[src/rtl/dff_arb_pkg.sv]
// Shared definitions for the round-robin D flip-flop bank arbiter.
// Optional feature macro used by the arbiter: DFF_ARB_TIMEOUT_EN.
package dff_arb_pkg;

  // Arbiter FSM: IDLE (nobody granted) and OWN (one requester holds the bank)
  typedef enum logic [0:0] {
    ST_IDLE = 1'b0,
    ST_OWN  = 1'b1
  } arb_state_e;

  // Width of an owner index for n requesters (at least one bit)
  function automatic int owner_w(input int n);
    return (n > 1) ? $clog2(n) : 1;
  endfunction

  // Width of the hold counter, which counts 0 .. max_hold-1 (at least one bit)
  function automatic int hold_w(input int max_hold);
    return (max_hold > 1) ? $clog2(max_hold) : 1;
  endfunction

endpackage

[src/rtl/dff_bank_arbiter_rr_picker.sv]
// Combinational round-robin picker: returns the first candidate request
// found when searching ptr, ptr+1, ... (mod N_REQ), skipping masked bits.
module rr_picker #(
  parameter int N_REQ   = 4,
  parameter int OWNER_W = 2
) (
  input  logic [N_REQ-1:0]   i_req,
  input  logic [OWNER_W-1:0] i_ptr,
  input  logic [N_REQ-1:0]   i_excl,
  output logic               o_found,
  output logic [OWNER_W-1:0] o_winner
);

  logic [N_REQ-1:0] w_cand;

  // Search the candidate set starting at the round-robin pointer
  always_comb begin
    w_cand   = i_req & ~i_excl;
    o_found  = 1'b0;
    o_winner = {OWNER_W{1'b0}};
    for (int k = 0; k < N_REQ; k++) begin
      if (!o_found && w_cand[(int'(i_ptr) + k) % N_REQ]) begin
        o_found  = 1'b1;
        o_winner = OWNER_W'((int'(i_ptr) + k) % N_REQ);
      end else begin
        o_found  = o_found;
      end
    end
  end

endmodule

[src/rtl/dff_bank_arbiter.sv]
// Round-robin arbiter owning a shared WIDTH-bit register bank.
// The granted requester's lane is loaded into q every cycle it keeps req high.
// Optional macro DFF_ARB_TIMEOUT_EN: forces release after MAX_HOLD loads.
module dff_bank_arbiter
  import dff_arb_pkg::*;
#(
  parameter  int N_REQ    = 4,
  parameter  int WIDTH    = 8,
  parameter  int MAX_HOLD = 4,
  localparam int OWNER_W  = owner_w(N_REQ)
) (
  input  logic                   clk,
  input  logic                   reset,
  input  logic [N_REQ-1:0]       req,
  input  logic [N_REQ*WIDTH-1:0] wdata,
  output logic [N_REQ-1:0]       gnt,
  output logic [OWNER_W-1:0]     owner,
  output logic                   busy,
  output logic [WIDTH-1:0]       q,
  output logic                   timeout_pulse
);

  if (N_REQ < 2) begin : g_bad_n_req
    $error("dff_bank_arbiter: N_REQ must be >= 2");
  end
  if (MAX_HOLD < 1) begin : g_bad_max_hold
    $error("dff_bank_arbiter: MAX_HOLD must be >= 1");
  end

  arb_state_e         r_state;
  logic [N_REQ-1:0]   r_gnt;
  logic [OWNER_W-1:0] r_owner;
  logic [OWNER_W-1:0] r_ptr;
  logic               r_busy;
  logic [WIDTH-1:0]   r_q;

`ifdef DFF_ARB_TIMEOUT_EN
  localparam int HOLD_W = hold_w(MAX_HOLD);
  logic [HOLD_W-1:0]  r_hold;
  logic               r_tp;
`endif

  logic [OWNER_W-1:0] w_ptr_next;
  logic [OWNER_W-1:0] w_pick_ptr;
  logic [N_REQ-1:0]   w_pick_excl;
  logic [N_REQ-1:0]   w_owner_oh;
  logic [N_REQ-1:0]   w_win_oh;
  logic [OWNER_W-1:0] w_winner;
  logic               w_found;
  logic               w_owner_req;
  logic               w_timeout;
  logic               w_release;
  logic [WIDTH-1:0]   w_lane;

  // Owner-side decode and the picker's search window for this cycle
  always_comb begin
    w_owner_oh  = {{(N_REQ-1){1'b0}}, 1'b1} << r_owner;
    w_win_oh    = {{(N_REQ-1){1'b0}}, 1'b1} << w_winner;
    w_owner_req = req[r_owner];
    w_lane      = wdata[r_owner*WIDTH +: WIDTH];
    if (r_owner == OWNER_W'(N_REQ-1)) begin
      w_ptr_next = {OWNER_W{1'b0}};
    end else begin
      w_ptr_next = r_owner + OWNER_W'(1);
    end
    // While owning, search from just past the owner and never re-pick it;
    // on a plain release its req is low anyway, on a timeout it is evicted.
    if (r_state == ST_IDLE) begin
      w_pick_ptr  = r_ptr;
      w_pick_excl = {N_REQ{1'b0}};
    end else begin
      w_pick_ptr  = w_ptr_next;
      w_pick_excl = w_owner_oh;
    end
`ifdef DFF_ARB_TIMEOUT_EN
    w_timeout = w_owner_req && (r_hold == HOLD_W'(MAX_HOLD-1));
`else
    w_timeout = 1'b0;
`endif
    w_release = !w_owner_req || w_timeout;
  end

  rr_picker #(
    .N_REQ   (N_REQ),
    .OWNER_W (OWNER_W)
  ) u_picker (
    .i_req    (req),
    .i_ptr    (w_pick_ptr),
    .i_excl   (w_pick_excl),
    .o_found  (w_found),
    .o_winner (w_winner)
  );

  // Arbiter FSM, round-robin pointer and the shared register bank
  always_ff @(posedge clk) begin
    if (!reset) begin
      r_state <= ST_IDLE;
      r_gnt   <= {N_REQ{1'b0}};
      r_owner <= {OWNER_W{1'b0}};
      r_ptr   <= {OWNER_W{1'b0}};
      r_busy  <= 1'b0;
      r_q     <= {WIDTH{1'b0}};
`ifdef DFF_ARB_TIMEOUT_EN
      r_hold  <= {HOLD_W{1'b0}};
      r_tp    <= 1'b0;
`endif
    end else begin
      case (r_state)
        ST_IDLE: begin
          if (w_found) begin
            r_gnt   <= w_win_oh;
            r_owner <= w_winner;
            r_busy  <= 1'b1;
            r_state <= ST_OWN;
          end else begin
            r_gnt   <= {N_REQ{1'b0}};
            r_busy  <= 1'b0;
          end
`ifdef DFF_ARB_TIMEOUT_EN
          r_hold <= {HOLD_W{1'b0}};
          r_tp   <= 1'b0;
`endif
        end
        ST_OWN: begin
          // The bank loads on every cycle the owner still requests,
          // including the cycle on which a timeout evicts it.
          if (w_owner_req) begin
            r_q <= w_lane;
          end
          if (w_release) begin
            r_ptr <= w_ptr_next;
            if (w_found) begin
              r_gnt   <= w_win_oh;
              r_owner <= w_winner;
              r_busy  <= 1'b1;
            end else begin
              r_gnt   <= {N_REQ{1'b0}};
              r_busy  <= 1'b0;
              r_state <= ST_IDLE;
            end
`ifdef DFF_ARB_TIMEOUT_EN
            r_hold <= {HOLD_W{1'b0}};
          end else begin
            r_hold <= r_hold + HOLD_W'(1);
`endif
          end
`ifdef DFF_ARB_TIMEOUT_EN
          r_tp <= w_timeout;
`endif
        end
        default: begin
          r_state <= ST_IDLE;
          r_gnt   <= {N_REQ{1'b0}};
          r_busy  <= 1'b0;
        end
      endcase
    end
  end

  assign gnt   = r_gnt;
  assign owner = r_owner;
  assign busy  = r_busy;
  assign q     = r_q;
`ifdef DFF_ARB_TIMEOUT_EN
  assign timeout_pulse = r_tp;
`else
  assign timeout_pulse = 1'b0;
`endif

endmodule

[config.mk]
export PLATFORM = sky130hd
export DESIGN_NAME = dff_bank_arbiter
export DESIGN_NICKNAME = d
export VERILOG_FILES = /design/src/rtl/dff_arb_pkg.sv /design/src/rtl/dff_bank_arbiter_rr_picker.sv /design/src/rtl/dff_bank_arbiter.sv
export SDC_FILE = /design/constraint.sdc
export NUM_CORES = 1
export LEC_CHECK = 0
export BUFFER_PORTS_ARGS = -buffer_cell sky130_fd_sc_hd__clkbuf_2
export CELL_PAD_IN_SITES_DETAIL_PLACEMENT = 1
export CELL_PAD_IN_SITES_GLOBAL_PLACEMENT = 1
export CORE_ASPECT_RATIO = 0.8
export CORE_UTILIZATION = 35
export CTS_BUF_LIST = sky130_fd_sc_hd__clkbuf_4
export DETAILED_ROUTE_END_ITERATION = 10
export HOLD_SLACK_MARGIN = 0.1
export PLACE_DENSITY = 0.8
export SYNTH_ARGS = -nofsm -noshare
export SYNTH_HDL_FRONTEND = slang
export SYNTH_HIERARCHICAL = 1
export SYNTH_SLANG_ARGS = --single-unit
[constraint.sdc]
create_clock -name clk -period 3.05 [get_ports clk]
set_clock_uncertainty 0.1 [all_clocks]
set_input_delay 0.61 -clock clk [delete_from_list [all_inputs] [get_ports clk]]
set_output_delay 0.61 -clock clk [all_outputs]
set_load 0.02 [all_outputs]
## Word-level counts from Yosys, hierarchy flattened

Index checks and enable logic that the tools add are counted.

| word-level totals | value |
|---|---|
| bits in registers | 18 |
| input port bits | 38 |
| logic and storage cells | 73 |

| operators by class | value |
|---|---|
| add/subtract/negate cells | 4 |
| magnitude comparators | 5 |
| eq/ne operators | 2 |
| shift operators | 3 |
| mux-type cells | 35 |
| bitwise operators | 7 |
| reduce and logical (&&, ||, !) cells | 11 |

Operators with widths:

| kind | count |
|---|---|
| 32-bit by 6-bit variable part select with 8-bit output | 1 |
| 2-bit two-way mux | 8 |
| 1-bit two-way mux | 15 |
| 3-bit by 4-bit < comparator with 1-bit output (second input constant) | 3 |
| 4-bit two-way mux | 3 |
| 1-bit binary-select mux with 2-bit select | 5 |
| 4-bit case mux with 2 select lines | 1 |
| 1-bit by 2-bit << shifter with 4-bit output (first input constant) | 2 |
| 2-bit by 3-bit < comparator with 1-bit output (second input constant) | 2 |
| 2-bit OR reduction | 3 |
| 2-bit by 1-bit adder with 2-bit output (second input constant) | 2 |
| 2-bit adder (second input constant) | 2 |
| 4-bit bitwise AND | 1 |
| 4-bit NOT | 1 |
| 1-bit case mux with 2 select lines | 2 |
| 2-bit case mux with 2 select lines | 1 |
| 2-bit AND reduction | 2 |
| 1-bit bitwise AND (first input constant) | 3 |
| 1-bit logical AND | 3 |
| 1-bit zero test | 3 |
| 2-bit == test (second input constant) | 1 |
| 2-bit != test (second input constant) | 1 |
| 1-bit NOT | 2 |

## Longest topological paths before layout

| logic depth | value |
|---|---|
| depth after elaboration | 21 |
| depth in mapped cells | 11 |

## Cells and area by module

The synthesis kept the hierarchy.

Modules (own cells, without submodules):

| module | times used | cells each | area each (um^2) | sequential area each (um^2) |
|---|---|---|---|---|
| dff_bank_arbiter | 1 | 102 | 1107.3 | 360.3 |
| rr_picker | 1 | 15 | 123.9 | 0.0 |

## Worst setup path before layout

Ideal clock, no wire load.

| timing | value |
|---|---|
| kind | register to register |
| from | reg r_owner[0], in the netlist owner[0] |
| to | reg r_gnt[2], in the netlist gnt[2] |
| data arrival time | 2.681 ns |
| required time | 2.880 ns |
| path slack | 0.199 ns |
| stages on the path, launching flop included | 11 |
| cell sequence | dfxtp_1 buf_6 buf_2 inv_1 ha_1 mux2_2 a311oi_2 a2bb2oi_2 inv_1 or4_1 a21boi_1 |

RTL lines:

| what | RTL line | text |
|---|---|---|
| start, declared | dff_bank_arbiter.sv:32 | `logic [OWNER_W-1:0] r_owner;` |
| start signal, assigned | dff_bank_arbiter.sv:99 | `r_owner <= {OWNER_W{1'b0}};` |
| start signal, assigned | dff_bank_arbiter.sv:112 | `r_owner <= w_winner;` |
| start signal, assigned | dff_bank_arbiter.sv:134 | `r_owner <= w_winner;` |
| 2-bit by 1-bit adder with 2-bit output or 2-bit == test (tied branches) | dff_bank_arbiter.sv:64, dff_bank_arbiter.sv:61 |  |
| 2-bit two-way mux * | dff_bank_arbiter.sv:61 | `if (r_owner == OWNER_W'(N_REQ-1)) begin` |
| named net w_ptr_next[1] | dff_bank_arbiter.sv:43 | `logic [OWNER_W-1:0] w_ptr_next;` |
| 2-bit two-way mux * | dff_bank_arbiter.sv:68 | `if (r_state == ST_IDLE) begin` |
| named net w_pick_ptr[1] | dff_bank_arbiter.sv:44 | `logic [OWNER_W-1:0] w_pick_ptr;` |
| 2-bit by 1-bit adder with 2-bit output or 1-bit binary-select mux with 2-bit select (tied branches) | dff_bank_arbiter_rr_picker.sv:22, dff_bank_arbiter_rr_picker.sv:24 |  |
| 1-bit binary-select mux with 2-bit select or 1-bit two-way mux (tied branches) | dff_bank_arbiter_rr_picker.sv:22 | `if (!o_found && w_cand[(int'(i_ptr) + k) % N_REQ]) begin` |
| 1-bit two-way mux (implied by the code) | dff_bank_arbiter_rr_picker.sv:22 |  |
| [6 not listed] | - |  |
| 1-bit zero test | dff_bank_arbiter_rr_picker.sv:22 |  |
| 1-bit logical AND | dff_bank_arbiter_rr_picker.sv:22 |  |
| 2-bit two-way mux * | dff_bank_arbiter_rr_picker.sv:22 |  |
| named net w_winner[1] | dff_bank_arbiter.sv:48 | `logic [OWNER_W-1:0] w_winner;` |
| 1-bit by 2-bit << shifter with 4-bit output * | dff_bank_arbiter.sv:58 | `w_win_oh = {{(N_REQ-1){1'b0}}, 1'b1} << w_winner;` |
| 4-bit two-way mux * | dff_bank_arbiter.sv:110, dff_bank_arbiter.sv:132 |  |
| 4-bit two-way mux | dff_bank_arbiter.sv:130 | `if (w_release) begin` |
| 4-bit case mux with 2 select lines * | dff_bank_arbiter.sv:108 | `case (r_state)` |
| end signal, assigned | dff_bank_arbiter.sv:111 | `r_gnt <= w_win_oh;` |
| end signal, assigned | dff_bank_arbiter.sv:133 | `r_gnt <= w_win_oh;` |
| end signal, assigned | dff_bank_arbiter.sv:137 | `r_gnt <= {N_REQ{1'b0}};` |
| end, declared | dff_bank_arbiter.sv:31 | `logic [N_REQ-1:0] r_gnt;` |

Mark *: on every way through the listed nets, which the timed path passes. The rest lies on a longest branch. The select of a mux whose other input is x is not followed.
A chain may end at the register's enable or synchronous reset.

## Worst setup path after layout

| timing | value |
|---|---|
| from | reg r_owner[1], in the netlist owner[1] |
| to | reg r_gnt[2], in the netlist gnt[2] |

The elaborated chain is that of the path after synthesis.

==> key figures <==
Detailed routing
  • Vias post-DR: around 1100
  • Detailed-router iteration count before antenna repair: 4
  • Number of nets still failing antenna checks after routing: 0
  • Routed length per placed instance: ~13 microns
  • Routed WL: approximately 2800 microns
  • Detailed Route Iter0 Violations: 16
  • Detailed-route vias per instance: just over 5
  • Remaining design rule violation count: 0

Setup path
  • Worst setup path category: reg -> reg
  • Type of element capturing the critical path: register
  • Arrival time of data at the critical path endpoint: 2.73 ns
  • Crit path top cell by count: inv_1
  • CP max stage cell: dfxtp_1
  • Worst reg-to-reg setup slack: between 0.4 and 0.5 ns
  • CP required: ~3.2 ns
  • Cell breakdown of the critical path: inv_1 > ha_1 > mux2_2 > a311oi_2 > a2bb2oi_2 > inv_1 > or4_1 > a21boi_1
  • Worst setup SP type: register
  • Max incr delay on CP: ~0.53 ns
  • Peak fanout along the critical path: 9

Min path
  • Path type of the worst min-delay path: reg -> reg

Yosys
  • Number of enable flip-flop cells after synthesis: 0
  • Post-synth design cell area: around 1200 sq um
  • Synthesized net count: ~160
  • Part of the Yosys area used for sequential elements: 0.2927
  • Count of distinct cell types in the synthesized netlist: 34
  • Syn Area/Cell: 10.52 sq um
  • Async S/R FF share, synth: 0
  • Count of mapped cells out of synthesis: about 120
  • Warnings from Yosys: 6
  • Flip-flop and latch count after synthesis: 18
  • Primary FF master, synth: dfxtp_1

Global routing
  • First-pass GRT wire length: approximately 4700 microns
  • Grt total ovfl: 0
  • Maximum number of pins on one net before global-route repair: 23
  • Met1 Track Usage GR: 0.2010
  • Most crowded layer after global routing: met2
  • Global-route met3 utilization: 0.05328
  • Met2 Usage GRT: 0.3105
  • Vias in the first global route: 1107
  • GRT Total Usage: 0.1753
  • Initial antenna violation count: 0

Clock tree
  • Cts bufs inserted: 3
  • Post-CTS setup repair buffer count: 0
  • Sink count of the clock tree: 18
  • Root Buffer Master: clkbuf_4
  • Count of H-tree levels built during CTS: 1
  • Count of hold buffers inserted by post-cts repair: 0
  • Clock-pin transition on the worst setup and hold timing paths: approximately 0.09 ns
  • TritonCTS clock tree: built
  • Resize count post-CTS: 0
  • Clock buffer depth: 2
  • Worst-Skew Late Latency: 0.30 ns

Layout
  • Leading cell type in the layout, fill and taps excluded: clkbuf_2
  • Leading cell types in the layout, fill and taps excluded: 52 x clkbuf_2, 18 x dfxtp_1, 11 x nand2_1
  • Register cell area after layout: roughly 360 sq um
  • Signed area change from the synthesized netlist to the final layout: 24.19%
  • Number of filler instances in the final layout: 390
  • Antenna diodes: 0
  • Count of nets after finishing: 210
  • Share of layout cells above drive strength 1: 0.4491
  • Final cell count without fillers: 207
  • Footprint of the multi-input gates: ~800 sq um

STA
  • Setup repair after global routing missed its margin: no
  • Highest Clock Rate: a little under 400 MHz
  • Actual transition at the worst max-transition pin: ~0.62 ns
  • Final number of setup-violating endpoints: 0
  • Setup tns final: 0 ns
  • Max-slew violation total from the final report: 0
  • Final worst path period share: 0.8526
  • Clock period minus final worst setup slack: approximately 2.6 ns
  • Slew Limit Headroom: 0.5883
  • Hold_ws: roughly 0.36 ns
  • Final-report hold violation count: 0

Floorplanning
  • Die Span X: 68.31 microns
  • Placement row count: 18
  • Die height: between 50 and 60 microns
  • Initial core utilization: 0.3823
  • I/O pin cnt: 54
  • Area of the die: 3760 sq um
  • Area of the core: ~3200 sq um

Placement
  • Dpl cells: about 200
  • Number of port buffers: 52
  • Global placement routability congestion: 0.9010
  • HPWL after detailed placement: around 2300 microns

Power
  • Largest vdd supply drop: 0.2357 mV
  • Cell area power density: between 500 and 600 nW/um^2
  • Lkg Pwr: about 0.00066 uW

Job
  • Max-cap viol count: 0

Outcome
  • Outcome: complete, no violations
critical path: cells and delay by family, from the launching register on:
family,cells,cell delay (ns)
compound gates,3,0.59
flops,1,0.53
simple gates,1,0.51
fa+ha+maj,1,0.31
mux,1,0.31
buf+inv,2,0.20
metrics by stage:
| step | util | area (sq um) | setup WS, ns | power, uW |
|---|---|---|---|---|
| after floorplan | - | 1231 | 0.1994 | 623.7 |
| after global placement | 0.4666 | 1503 | 0.6041 | 709.6 |
| after detailed placement | 0.4666 | 1503 | 0.4797 | 723.7 |
| after CTS | 0.4747 | 1529 | 0.4434 | 847.1 |
| after global routing | 0.4747 | 1529 | 0.2821 | 905.9 |
| final | 0.4747 | 1529 | 0.4496 | 831.7 |
cell usage after synthesis (2+ instances only):
master / instances / area share
o221ai_1: 3 / 0.021
mux2_2: 2 / 0.018
clkbuf_1: 3 / 0.0091
dfxtp_1: 18 / 0.29
nor2_1: 2 / 0.0061
mux2i_1: 8 / 0.065
inv_1: 6 / 0.018
or3_1: 2 / 0.010
ha_1: 4 / 0.041
o21ai_1: 2 / 0.0081
and2_1: 4 / 0.020
nand2b_1: 3 / 0.015
mux4_2: 9 / 0.16
nor2b_1: 9 / 0.046
o21ai_0: 2 / 0.0081
a21boi_1: 5 / 0.030
nand2_1: 11 / 0.034
nand3_1: 5 / 0.020
mux2i_4: 2 / 0.037
o21bai_1: 2 / 0.012
or4_1: 2 / 0.012
flip-flops by register name (all words and copies together), names as in the netlist:
name / flops
busy: 1
gnt: 4
owner: 2
q: 8
r_state: 1
r_ptr: 2
metal layers:
| layer | vias up | part of all wire | routed length [microns] |
|---|---|---|---|
| met2 | 34 | 0.49 | 1366 |
| met3 | 4 | 0.059 | 164 |
| li1 | 524 | - | - |
| met5 | - | 0 | 0 |
| met4 | 0 | 0.012 | 34 |
| met1 | 489 | 0.44 | 1217 |
power by group:
group          switching (uW)  leakage [uW]  internal, uW
combinational             216      0.000500           195
clock                    72.4     0.0000154          47.7
sequential               26.9      0.000148           274
cell type report:
class | instances | share of cell area
Tap cell | 40 | 0.03273
Clock buffer | 3 | 0.01473
Clock inverter | 1 | 0.002455
Multi-Input combinational cell | 85 | 0.5196
Sequential cell | 18 | 0.2357
Inverter | 6 | 0.01473
Timing Repair Buffer | 54 | 0.1800
cells by family (layout without fill, tap and decap cells):
| family | Yosys count | in the layout | share of synthesized area |
|---|---|---|---|
| AOI/OAI and AO/OA | 19 | 19 | 0.1311 |
| adders and majority gates | 4 | 4 | 0.04065 |
| muxes | 21 | 21 | 0.2845 |
| other | 1 | 1 | 0.003046 |
| buffers and inverters | 14 | 64 | 0.06198 |
| DFF | 18 | 18 | 0.2927 |
| and+or+nand+nor | 40 | 40 | 0.1860 |
final timing paths:
kind | startpoint | end | cells after the start
worst max-delay path | owner[1] | gnt[2] | 8
worst min-delay path | gnt[3] | gnt[3] | 2
worst min register to register | gnt[3] | gnt[3] | 2
worst max register to register | owner[1] | gnt[2] | 8
No activity file was read; power rests on OpenSTA's default activity.
